==> config.mk <==
export PLATFORM = sky130hd
export DESIGN_NAME = vga_pattern_engine
export DESIGN_NICKNAME = d
export VERILOG_FILES = /design/src/rtl/vga_pattern_engine.sv
export SDC_FILE = /design/constraint.sdc
export NUM_CORES = 1
export LEC_CHECK = 0
export CORE_ASPECT_RATIO = 1.2
export CORE_UTILIZATION = 50
export DETAILED_ROUTE_END_ITERATION = 8
export PLACE_DENSITY = 0.89
export SLEW_MARGIN = 20
export SYNTH_ARGS = -nofsm -noshare
export SYNTH_HDL_FRONTEND = slang
export SYNTH_SLANG_ARGS = --single-unit
==> constraint.sdc <==
create_clock -name clk -period 3.7 [get_ports clk]
set_input_delay 0.37 -clock clk [delete_from_list [all_inputs] [get_ports clk]]
set_output_delay 0.37 -clock clk [all_outputs]
set_load 0.01 [all_outputs]
==> src/rtl/vga_pattern_engine.sv <==
// Multi-mode VGA test-pattern generator: checkerboard, colour bars, tiled bitmap, gradient,
// with per-frame scroll / palette cycling and a 2-stage pixel pipeline that re-times the syncs.
module vga_pattern_engine #(
    parameter int H_BITS      = 10,
    parameter int V_BITS      = 10,
    parameter int COLOR_BITS  = 2,
    parameter int TILE_LOG2   = 5,
    parameter int BAR_LOG2    = 6,
    parameter int SCROLL_STEP = 1,
    parameter int CYCLE_DIV   = 8
) (
    input  logic                  clk,
    input  logic                  reset,
    input  logic [H_BITS-1:0]     hpos,
    input  logic [V_BITS-1:0]     vpos,
    input  logic                  display_on,
    input  logic                  hsync_in,
    input  logic                  vsync_in,
    input  logic [1:0]            mode_sel,
    input  logic                  scroll_en,
    input  logic                  cycle_en,
    output logic [6:0]            rom_x,
    output logic [6:0]            rom_y,
    input  logic [2:0]            rom_rgb,
    output logic [COLOR_BITS-1:0] r,
    output logic [COLOR_BITS-1:0] g,
    output logic [COLOR_BITS-1:0] b,
    output logic                  hsync_out,
    output logic                  vsync_out,
    output logic [7:0]            frame_count
);

    typedef enum logic [1:0] {
        MODE_CHECKER  = 2'd0,
        MODE_BARS     = 2'd1,
        MODE_BITMAP   = 2'd2,
        MODE_GRADIENT = 2'd3
    } mode_t;

    // Palette index 0 is remapped to white so every mode shows something at pbase 0.
    function automatic logic [2:0] pal(input logic [2:0] idx);
        return (idx == 3'd0) ? 3'b111 : idx;
    endfunction

    function automatic logic [COLOR_BITS-1:0] fill(input logic bit_v);
        return {COLOR_BITS{bit_v}};
    endfunction

    // Per-frame state
    logic [7:0]        frame_q, frame_d;
    logic [H_BITS-1:0] scroll_q, scroll_d;
    logic [2:0]        pbase_q, pbase_d;
    logic [7:0]        div_q, div_d;
    mode_t             mode_q, mode_d;

    // Pipeline stage 1 and stage 2
    logic [COLOR_BITS-1:0] r1_q, g1_q, b1_q, r1_d, g1_d, b1_d;
    logic                  de1_q, hs1_q, vs1_q;
    logic [COLOR_BITS-1:0] r2_q, g2_q, b2_q;
    logic                  hs2_q, vs2_q;

    logic              tick;
    logic [H_BITS-1:0] sx;
    logic [2:0]        base_c;
    logic [2:0]        bar_c;
    logic [2:0]        bmp_c;
    logic              chk_on;

    assign tick   = (hpos == '0) && (vpos == '0);
    assign sx     = hpos + scroll_q;
    assign rom_x  = sx[6:0];
    assign rom_y  = vpos[6:0];
    assign base_c = pal(pbase_q);
    assign bar_c  = pal(3'(sx >> BAR_LOG2) + pbase_q);
    assign bmp_c  = base_c & rom_rgb;
    assign chk_on = sx[TILE_LOG2] ^ vpos[TILE_LOG2];

    always_comb begin
        frame_d  = frame_q;
        scroll_d = scroll_q;
        pbase_d  = pbase_q;
        div_d    = div_q;
        mode_d   = mode_q;
        if (tick) begin
            frame_d = frame_q + 8'd1;
            mode_d  = mode_t'(mode_sel);
            if (scroll_en) begin
                scroll_d = scroll_q + H_BITS'(SCROLL_STEP);
            end
            if (cycle_en) begin
                if (div_q == 8'(CYCLE_DIV - 1)) begin
                    div_d   = 8'd0;
                    pbase_d = pbase_q + 3'd1;
                end else begin
                    div_d = div_q + 8'd1;
                end
            end
        end
    end

    // Pattern colour uses the pre-tick mode/scroll/pbase, so pixel (0,0) belongs to the old frame.
    always_comb begin
        r1_d = '0;
        g1_d = '0;
        b1_d = '0;
        case (mode_q)
            MODE_CHECKER: begin
                r1_d = fill(chk_on & base_c[2]);
                g1_d = fill(chk_on & base_c[1]);
                b1_d = fill(chk_on & base_c[0]);
            end
            MODE_BARS: begin
                r1_d = fill(bar_c[2]);
                g1_d = fill(bar_c[1]);
                b1_d = fill(bar_c[0]);
            end
            MODE_BITMAP: begin
                r1_d = fill(bmp_c[2]);
                g1_d = fill(bmp_c[1]);
                b1_d = fill(bmp_c[0]);
            end
            MODE_GRADIENT: begin
                r1_d = sx[H_BITS-1 -: COLOR_BITS];
                g1_d = vpos[V_BITS-1 -: COLOR_BITS];
                b1_d = frame_q[7 -: COLOR_BITS];
            end
            default: ;
        endcase
    end

    always_ff @(posedge clk or posedge reset) begin
        if (reset) begin
            frame_q  <= '0;
            scroll_q <= '0;
            pbase_q  <= '0;
            div_q    <= '0;
            mode_q   <= MODE_CHECKER;
            r1_q     <= '0;
            g1_q     <= '0;
            b1_q     <= '0;
            de1_q    <= 1'b0;
            hs1_q    <= 1'b0;
            vs1_q    <= 1'b0;
            r2_q     <= '0;
            g2_q     <= '0;
            b2_q     <= '0;
            hs2_q    <= 1'b0;
            vs2_q    <= 1'b0;
        end else begin
            frame_q  <= frame_d;
            scroll_q <= scroll_d;
            pbase_q  <= pbase_d;
            div_q    <= div_d;
            mode_q   <= mode_d;
            r1_q     <= r1_d;
            g1_q     <= g1_d;
            b1_q     <= b1_d;
            de1_q    <= display_on;
            hs1_q    <= hsync_in;
            vs1_q    <= vsync_in;
            r2_q     <= de1_q ? r1_q : '0;
            g2_q     <= de1_q ? g1_q : '0;
            b2_q     <= de1_q ? b1_q : '0;
            hs2_q    <= hs1_q;
            vs2_q    <= vs1_q;
        end
    end

    assign r           = r2_q;
    assign g           = g2_q;
    assign b           = b2_q;
    assign hsync_out   = hs2_q;
    assign vsync_out   = vs2_q;
    assign frame_count = frame_q;

endmodule

-- Yosys cells after proc, flatten, opt, wreduce, memory -nomap -nowiden
Index checks and enable logic that the tools add are counted.
- input port bits: 32
- flip-flop bits (word level): 48
- word-level logic and storage cells: 49
- output and inout port bits: 30
- reductions and logical operators: 9
- $add $sub $neg: 6
- eq/ne operators: 4
- mux-type cells: 9
- bitwise logic cells: 5
- operators with widths (cell ; number):
    2-bit one-hot mux with 4 select lines ; 3
    10-bit zero test ; 2
    8-bit by 1-bit adder with 8-bit output, second input constant ; 2
    10-bit by 1-bit adder with 10-bit output, second input constant ; 1
    10-bit adder ; 1
    8-bit by 3-bit == test with 1-bit output, second input constant ; 1
    8-bit 2-to-1 mux ; 1
    3-bit zero test ; 2
    2-bit 2-to-1 mux ; 3
    3-bit 2-to-1 mux ; 2
    2-bit == test, second input constant ; 2
    2-bit AND reduction ; 2
    3-bit by 1-bit adder with 3-bit output, second input constant ; 1
    3-bit adder ; 1
    1-bit AND ; 3
    3-bit AND ; 1
    3-bit AND reduction ; 1
    2-bit by 1-bit == test with 1-bit output, second input constant ; 1
    2-bit zero test ; 1
    1-bit logical AND ; 1
    1-bit XOR ; 1

-- Logic depth before layout (Yosys ltp)
- depth in word-level cells: 5
- mapped depth: 14

-- Least setup slack after synthesis
Ideal clock, no wire load.
- path kind: register to register
- start: reg scroll_q[0]
- end: reg r1_q[0]
- data required time: 3560 ps
- setup slack: 353 ps
- library setup time: 140 ps
- cell stages (with the launch flop): 15
- arrival: 3207 ps
- cell sequence: dfrtp_1 -> ha_1 -> fa_1 -> a211oi_1 -> nor2_1 -> o21a_1 -> nor2_1 -> xnor2_1 -> ha_1 -> fa_1 -> xor2_1 -> xnor2_1 -> xor2_1 -> a221oi_1 -> o21ai_0
- word-level cells in the longest chain between the ends: 5
- elaborated cells between the ends (all ways): 7
- ends and longest elaborated chain (element ; line ; source):
    start, declared ; 51 ; logic [H_BITS-1:0] scroll_q, scroll_d;
    start signal, assigned ; 151 ; scroll_q <= scroll_d;
    10-bit adder * ; 70 ; assign sx = hpos + scroll_q;
    via rom_x[6] ; 22 ; output logic [6:0] rom_x,
    3-bit adder * ; 74 ; assign bar_c = pal(3'(sx >> BAR_LOG2) + pbase_q);
    3-bit zero test ; 42 ; return (idx == 3'd0) ? 3'b111 : idx;
    3-bit 2-to-1 mux * ; 42 ;
    2-bit one-hot mux with 4 select lines * ; 106 ; case (mode_q)
    via r1_d[0] ; 57 ; logic [COLOR_BITS-1:0] r1_q, g1_q, b1_q, r1_d, g1_d, b1_d;
    end signal, assigned ; 155 ; r1_q <= r1_d;
    end, declared ; 57 ;
The timed path passes the listed nets; every way through them passes the cells marked *.
A chain may end at the register's enable or synchronous reset.

-- Worst setup path in the final report
- start: in hpos[0]
- end: reg r1_q[0]
- word-level cells in the longest chain between the ends: 5
- elaborated cells between the ends (all ways): 7
- ends and longest elaborated chain (element ; line ; source):
    start, declared ; 14 ; input logic [H_BITS-1:0] hpos,
    10-bit adder * ; 70 ;
    3-bit adder ; 74 ;
    3-bit zero test ; 42 ;
    3-bit 2-to-1 mux ; 42 ;
    2-bit one-hot mux with 4 select lines * ; 106 ;
    via r1_d[0] ; 57 ;
Marks and branches as above.

==> flow_metrics.env <==
export IMPL_outcome="complete, no violations"
export IMPL_timing_hold_ws_ns=0.352
export IMPL_cts_path_max_buffers=2
export IMPL_core_area_mm2=0.00497
export IMPL_synthArstFlopShare_pct=100
export IMPL_antenna_found_initial=0
export IMPL_slew_viol_final=0
export IMPL_fin_nets=347
export IMPL_port_buffers=61
export IMPL_grt_max_degree=49
export IMPL_synth_cells=234
export IMPL_syn_area_mm2=0.00259
export IMPL_synth_edff_count=0
export IMPL_start_util_pct=52.1
export IMPL_crit_fanout=3
export IMPL_reg2reg_to="r1_q[0]$_DFF_PP0_"
export IMPL_dieWidth_um=67.7
export IMPL_finalCritPeriodShare_pct=96.2
export IMPL_worstRegToRegCells=14
export IMPL_min_path_cells=0
export IMPL_setup_violations_final=0
export IMPL_die_area_mm2=0.00547
export IMPL_dp_hpwl_um=3980
export IMPL_antennaDiodeCount=0
export IMPL_cts_setup_buffers=0
export IMPL_ys_ff_latch=48
export IMPL_grt_overflow=0
export IMPL_cp_arrival_ns=3.72
export IMPL_grt_pass1_vias=1965
export IMPL_hold_viol_final=0
export IMPL_critical_path_endpoint_type="register"
export IMPL_drv_cap=0
export IMPL_globalplace_congestion=0.841
export IMPL_layout_commonest_cell="clkdlybuf4s50_1"
export IMPL_ir_worst_vdd_mv=0.148
export IMPL_grt_use_total_pct=21.0
export IMPL_drive_above_1_share_pct=11.4
export IMPL_final_cell_mix="clkdlybuf4s50_1, dfrtp_1, xnor2_1, nand2_1, ha_1"
export IMPL_drtAntennaViolNets=0
export IMPL_cts_tree="done"
export IMPL_holdPathEnd="hsync_out$_DFF_PP0_"
export IMPL_grt_pass1_wl_um=8620
export IMPL_fmax_mhz=281
export IMPL_clkTransAtPathRegs_ns=0.08
export IMPL_routedWlPerCell_um=14.7
export IMPL_p_per_area_mw_per_mm2=317
export IMPL_clk_latency_ns=0.30
export IMPL_cts_buffers=5
export IMPL_slew_headroom_pct=46.2
export IMPL_ys_warn_count=0
export IMPL_leakage_nw=1.55
export IMPL_worstHoldStart="hs1_q$_DFF_PP0_"
export IMPL_fin_util_pct=68.0
export IMPL_drc=0
export IMPL_start_kind="input port"
export IMPL_wl_um=5290
export IMPL_synth_flop_cell="dfrtp_1"
export IMPL_yosysSeqAreaShare_pct=46.4
export IMPL_required_ns=3.86
export IMPL_rows=28
export IMPL_final_area_mm2=0.00338
export IMPL_pin_count=62
export IMPL_vias=2008
export IMPL_dp_slack_ns=-0.148
export IMPL_finClkSkew_ns=0.00503
export IMPL_cts_root_buf="clkbuf_8"
export IMPL_reg2reg_from="scroll_q[0]$_DFFE_PP0P_"
export IMPL_rrSetupSlack_ns=0.27
export IMPL_syn_nets=283
export IMPL_worst_slew_pin_slew_ns=0.805
export IMPL_via_per_inst=5.59
export IMPL_syn_to_final_growth_pct=30.7
export IMPL_fin_crit_ns=3.56
export IMPL_hold_path_class="reg2reg"
export IMPL_crit_type="in2reg"
export IMPL_htreeDepth=2
export IMPL_synth_area_per_cell_um2=11.1
export IMPL_drt_pass1_iter_count=4
export IMPL_dpl_instance_area_mm2=0.00325
export IMPL_clock_sinks=48
export IMPL_drt_iter0_drc=156
export IMPL_die_y_um=80.8
export IMPL_ys_types=45
export IMPL_setup_ws_ns=0.142
## power by group
part	switching, mW	internal (mW)	leakage, nW
Clock	0.172	0.238	0.0645
Sequential	0.00369	0.538	0.639
Combinational	0.0493	0.0714	0.844
Total	0.225	0.848	1.55
## cell families after synthesis
logic type | count (synthesis) | share of synthesized area, %
AND/OR/NAND/NOR | 81 | 18.1
flip-flops | 48 | 46.4
XOR/XNOR | 35 | 12.4
AO/OA/AOI/OAI | 33 | 8.55
adder cells (fa/ha/maj) | 17 | 8.79
buffers and inverters | 15 | 3.62
multiplexers | 5 | 2.17
## synthesized netlist by cell type (2+ instances only)
master,count,share of area [%]
and2_1,6,1.4
buf_4,7,2.0
nor3_1,4,0.77
nand3_2,2,0.77
nand4_1,8,1.9
a211oi_1,2,0.58
xnor2_1,25,8.5
nor2b_1,3,0.72
and3_2,3,0.87
a21oi_1,9,1.7
or4_4,2,0.87
nor4_1,3,0.72
a21o_1,6,1.7
fa_1,2,1.5
clkbuf_1,2,0.29
nand2_1,17,2.5
ha_1,15,7.2
and3_1,4,0.97
mux2_2,5,2.2
o21ai_0,5,0.97
a31oi_1,2,0.48
nand3_1,13,2.5
inv_1,5,0.72
dfrtp_1,48,46
xor2_1,9,3.0
o221ai_1,2,0.68
nor2_1,7,1.0
## routing by layer
| metal | vias up | track usage (%) | share of wire, % |
|---|---|---|---|
| met5 | - | 0 | 0 |
| met4 | 0 | 9.57 | 1.8 |
| met3 | 6 | 5.48 | 3.7 |
| met2 | 61 | 34.9 | 53 |
| met1 | 988 | 25.0 | 42 |
| li1 | 953 | - | - |
## repair_timing
action / 4_1_cts / 5_1_grt
hold buffers: 0 / 0
setup endpoints to repair: 0 / 2
hold endpoints to repair: 0 / 0
gates resized for setup: 0 / 2
## through the flow
| step | total power [mW] | setup TNS (ns) | std cells |
|---|---|---|---|
| finish | 1.07 | 0 | 359 |
| floorplan | 0.603 | 0 | 234 |
| global route | 1.12 | -0.00194 | 359 |
| global placement | 0.671 | -0.0770 | 351 |
| CTS | 1.08 | 0 | 359 |
| detailed placement | 0.673 | -0.287 | 351 |
## worst max-delay path, stage by stage
cell and delay, ns:
clkdlybuf4s50_1 0.42, ha_1 0.24, fa_1 0.42, a211oi_2 0.26, nor2_1 0.10, o21a_1 0.18, nor2_1 0.11, xnor2_1 0.10
ha_1 0.21, fa_1 0.38, xor2_1 0.16, xnor2_1 0.13, xor2_1 0.17, a221oi_2 0.30, o21ai_0 0.15
## how the worst max path moves through the flow
stage	start	endpoint	slack, ns	cells after the start
6_report	hpos[0]	r1_q[0]$_DFF_PP0_	0.14	15
5_1_grt	hpos[0]	r1_q[0]$_DFF_PP0_	-0.002	15
4_1_cts	hpos[0]	r1_q[0]$_DFF_PP0_	0.05	15
3_5_place_dp	hpos[0]	r1_q[0]$_DFF_PP0_	-0.15	15
3_3_place_gp	hpos[0]	r1_q[0]$_DFF_PP0_	-0.04	15
2_1_floorplan	scroll_q[0]$_DFFE_PP0P_	r1_q[0]$_DFF_PP0_	0.35	14
## sequential cells by signal, summed over array words and instances (netlist names)
register,count
scroll_q,10
div_q,8
frame_count,8
pbase_q,3
b1_q,2
b,2
g1_q,2
g,2
mode_q,2
r1_q,2
r,2
de1_q,1
hs1_q,1
hsync_out,1
vs1_q,1
vsync_out,1
## cell type report
class                           instances  area (µm²)
Fill cell                             380        1590
Multi-Input combinational cell        171        1310
Sequential cell                        48        1200
Timing Repair Buffer                   67         656
Clock buffer                            7        96.3
Tap cell                               60        75.1
Clock inverter                          1        30.0
Inverter                                5        20.0
(Power assumes the default switching activity.)
==> variant 1, RTL diff (config.mk and constraints unchanged) <==
`H_BITS`: 10 -> 20.
--- a/src/rtl/vga_pattern_engine.sv
+++ b/src/rtl/vga_pattern_engine.sv
@@ -2,5 +2,5 @@
 // with per-frame scroll / palette cycling and a 2-stage pixel pipeline that re-times the syncs.
 module vga_pattern_engine #(
-    parameter int H_BITS      = 10,
+    parameter int H_BITS      = 20,
     parameter int V_BITS      = 10,
     parameter int COLOR_BITS  = 2,
Ports: changed (resized hpos); port bits go from 62 to 72. The function was not compared with the original's and may differ.
==> variant 1 against the unedited design <==
Hold slack hardly changed; die area rose by 28%; first-iteration DRC count grew 22%; power increased by 20%; sequential power up 19%; largest cell class unchanged; final area grew 25%; routed wire length grew 40%; sequential cell count rose by 10; final cell count grew 33%; maximum frequency rose by 7.9%; synthesized area up 28%; count of clock-buffer cells in the layout is 6 higher; setup slack better by 0.26 ns.
==> variant 1: results <==
{
  "result_of_the_run": "finished clean",
  "grt_antenna_before_repair": 0,
  "final_period_minus_worst_setup_slack_ns": 3.30,
  "post_cts_resize_count": 0,
  "place.gp.congestion": 1.00,
  "critical_path.slowest_cell": "clkdlybuf4s50_1",
  "number_of_buffers_created_by_cts": 9,
  "critical_path.max_fanout": 5,
  "firstDrtPassIters": 4,
  "place_ws_ns": 0.120,
  "crit_path_max_incr_delay_ns": 0.45,
  "global_route_wire_length_before_repair_um": 12300,
  "clock_skew_ns": 0.00851,
  "cts_post_setup_buffers_inserted": 0,
  "peakVddDrop_mv": 0.157,
  "num_vias": 2659,
  "clk_latency_worst_skew_pair_ns": 0.34,
  "grt_max_degree": 39,
  "design.final.nets": 458,
  "seq_area_frac_synth": 0.436,
  "antenna_cells": 0,
  "ys_async_rst_share": 1.00,
  "cts_root_buffer": "clkbuf_8",
  "rrSetupSlack_ns": 0.47,
  "max_flop_register": "scroll_q",
  "grt_usage": 0.231,
  "worstPathArrival_ns": 3.51,
  "grt_pass1_vias": 2632,
  "largest_register_ff_count": 20,
  "finalWirelength_um": 7410,
  "placed_cell_area_sq_um": 4070,
  "top_cells_by_count_synth": "dfrtp_1 (58), nand2_1 (34), xnor2_1 (30)",
  "buffer_ports.inserted": 71,
  "yosys-top-cells-area": "dfrtp_1 (44%), ha_1 (9.4%), xnor2_1 (7.9%)",
  "worst_hold_slack_ns": 0.352,
  "leakagePower_nw": 1.95,
  "drt_iter0_markers": 191,
  "drive_gt1_frac": 0.0584,
  "synth-warning-count": 0,
  "number_of_distinct_library_cells_after_synthesis": 47,
  "detailedPlacementHpwl_um": 5600,
  "worst-slew-pin-transition_ns": 0.793,
  "synth_nets": 387,
  "worst_hold_path_type": "reg2reg",
  "clock_pin_slew_of_the_registers_on_the_worst_case_setup_and_hold_paths_ns": 0.06,
  "crit_family": "compound AO/OA/AOI/OAI gates",
  "clockBufferDepth": 2,
  "htree_levels": 3
}
variant 1: report_power, final:
group / switching (W) / internal [W] / total (W)
logic: 0.0000632 / 0.0000760 / 0.000139
clock network: 0.000242 / 0.000258 / 0.000500
registers: 0.00000210 / 0.000641 / 0.000643
variant 1: cells by family after synthesis:
| logic type | count (synthesis) | share of synthesized area |
|---|---|---|
| buffers and inverters | 16 | 0.0275 |
| muxes | 6 | 0.0199 |
| and+or+nand+nor | 122 | 0.201 |
| AOI/OAI and AO/OA | 45 | 0.0937 |
| xor gates and xnor gates | 44 | 0.116 |
| DFF | 58 | 0.436 |
| adders and majority gates | 27 | 0.106 |
variant 1: final timing paths:
| check | endpoint | cells after the start | from |
|---|---|---|---|
| max | r1_q[0] | 14 | hpos[3] |
| min | hsync_out | 0 | hs1_q |
| max reg2reg | r1_q[0] | 13 | scroll_q[3] |
| min reg2reg | hsync_out | 0 | hs1_q |
| max in group asynchronous | de1_q | 3 | reset |
| min in group asynchronous | div_q[7] | 2 | reset |
variant 1: routing by layer:
layer  vias up  global-route usage  part of all wire
met5         -                   0                 0
met4         0               0.125             0.025
met3        19              0.0442             0.045
met2        93               0.392              0.51
met1      1254               0.275              0.42
li1       1293                   -                 -
variant 1: layout make-up:
| type | count | area, sq um |
|---|---|---|
| clock buffer | 13 | 149 |
| clock inverter | 3 | 15.0 |
| fill | 491 | 2210 |
| inverter | 4 | 15.0 |
| multi-input combinational | 244 | 1780 |
| sequential | 58 | 1450 |
| tap | 85 | 106 |
| timing repair buffer | 72 | 718 |
variant 1: through the flow:
stage,util,instances
5_1_grt,0.657,479
6_report,0.657,479
2_1_floorplan,-,318
3_3_place_gp,0.632,463
3_5_place_dp,0.632,463
4_1_cts,0.657,479
==> variant 2, RTL diff (same settings) <==
Without the edit above. Make the reset (`reset`) synchronous in one clocked block.
--- a/src/rtl/vga_pattern_engine.sv
+++ b/src/rtl/vga_pattern_engine.sv
@@ -129,5 +129,5 @@
     end
 
-    always_ff @(posedge clk or posedge reset) begin
+    always_ff @(posedge clk) begin
         if (reset) begin
             frame_q  <= '0;
Check against the original RTL: differs if reset is asserted again (counterexample within 4 cycles, from zero or initial values and one cycle with reset high); with reset held inactive, the same outputs for 10 cycles.
==> variant 2 against the unedited design <==
Sequential power fell by 3%; die area fell by 1.5%; non-clock buffer count fell by 4; routed wire length rose by 3.2%; sequential cell count did not move; critical path type unchanged; setup slack improved by 0.042 ns; clock power fell by 30%; synthesized area fell by 1.5%; power fell by 14%; final area fell by 3.8%; critical endpoint is now g1_q[1]; count of clock-buffer cells in the layout fell by 1.
==> variant 2: results <==
{
  "result_of_the_run": "finished clean",
  "power.net_switching_w": 0.000210,
  "gr-usage-met2": 0.397,
  "synth-compound-area-share": 0.124,
  "post_layout_nonfiller_instances": 406,
  "fraction_of_the_mapped_netlist_area_in_adder_cells": 0.0893,
  "finalWirelength_um": 5460,
  "top_cells_by_count_synth": "dfxtp_1 (48), nor2_1 (35), nand2_1 (22)",
  "fillers": 416,
  "place.detailed.instances": 399,
  "synth.mux.area_fraction": 0.0118,
  "grt_max_degree": 21,
  "holdPathStages": 1,
  "worst-slew-pin-transition_ns": 0.731,
  "synthFlopType": "dfxtp_1",
  "place_ws_ns": -0.0578,
  "leakagePower_nw": 1.27,
  "ys_async_rst_share": 0,
  "gr-usage-met3": 0.0412,
  "power.sequential.total_w": 0.000526,
  "num_vias": 2232,
  "min-delay-start": "g1_q[0]",
  "placed_cell_area_sq_um": 3180,
  "place.gp.congestion": 1.00,
  "synth_xor_area_frac": 0.106,
  "detailroute.wirelength.met3_um": 193
}
[variant 2: cell count changes in the layout (fill, tap and decap cells not counted), moves of 8 or more]
| cell | change |
|---|---|
| xor2_1 | +8 |
| xnor2_1 | -11 |
| dfxtp_1 | +48 |
| inv_1 | +8 |
| nor2_1 | +28 |
| dfrtp_1 | -48 |
[variant 2: final timing paths]
| kind | to | slack (ns) |
|---|---|---|
| setup / recovery | g1_q[1] | 0.18 |
| hold / removal | g[0] | 0.43 |
| setup reg to reg | g1_q[1] | 0.33 |
| hold reg to reg | g[0] | 0.43 |
[variant 2: final cells by class]
cell class	count	area, sq um	area share
multi-input combinational	216	1470	0.452
timing repair buffer	63	626	0.192
clock inverter	1	5.00	0.00154
tap	60	75.1	0.0231
inverter	12	45.0	0.0138
sequential	48	961	0.295
clock buffer	6	72.6	0.0223
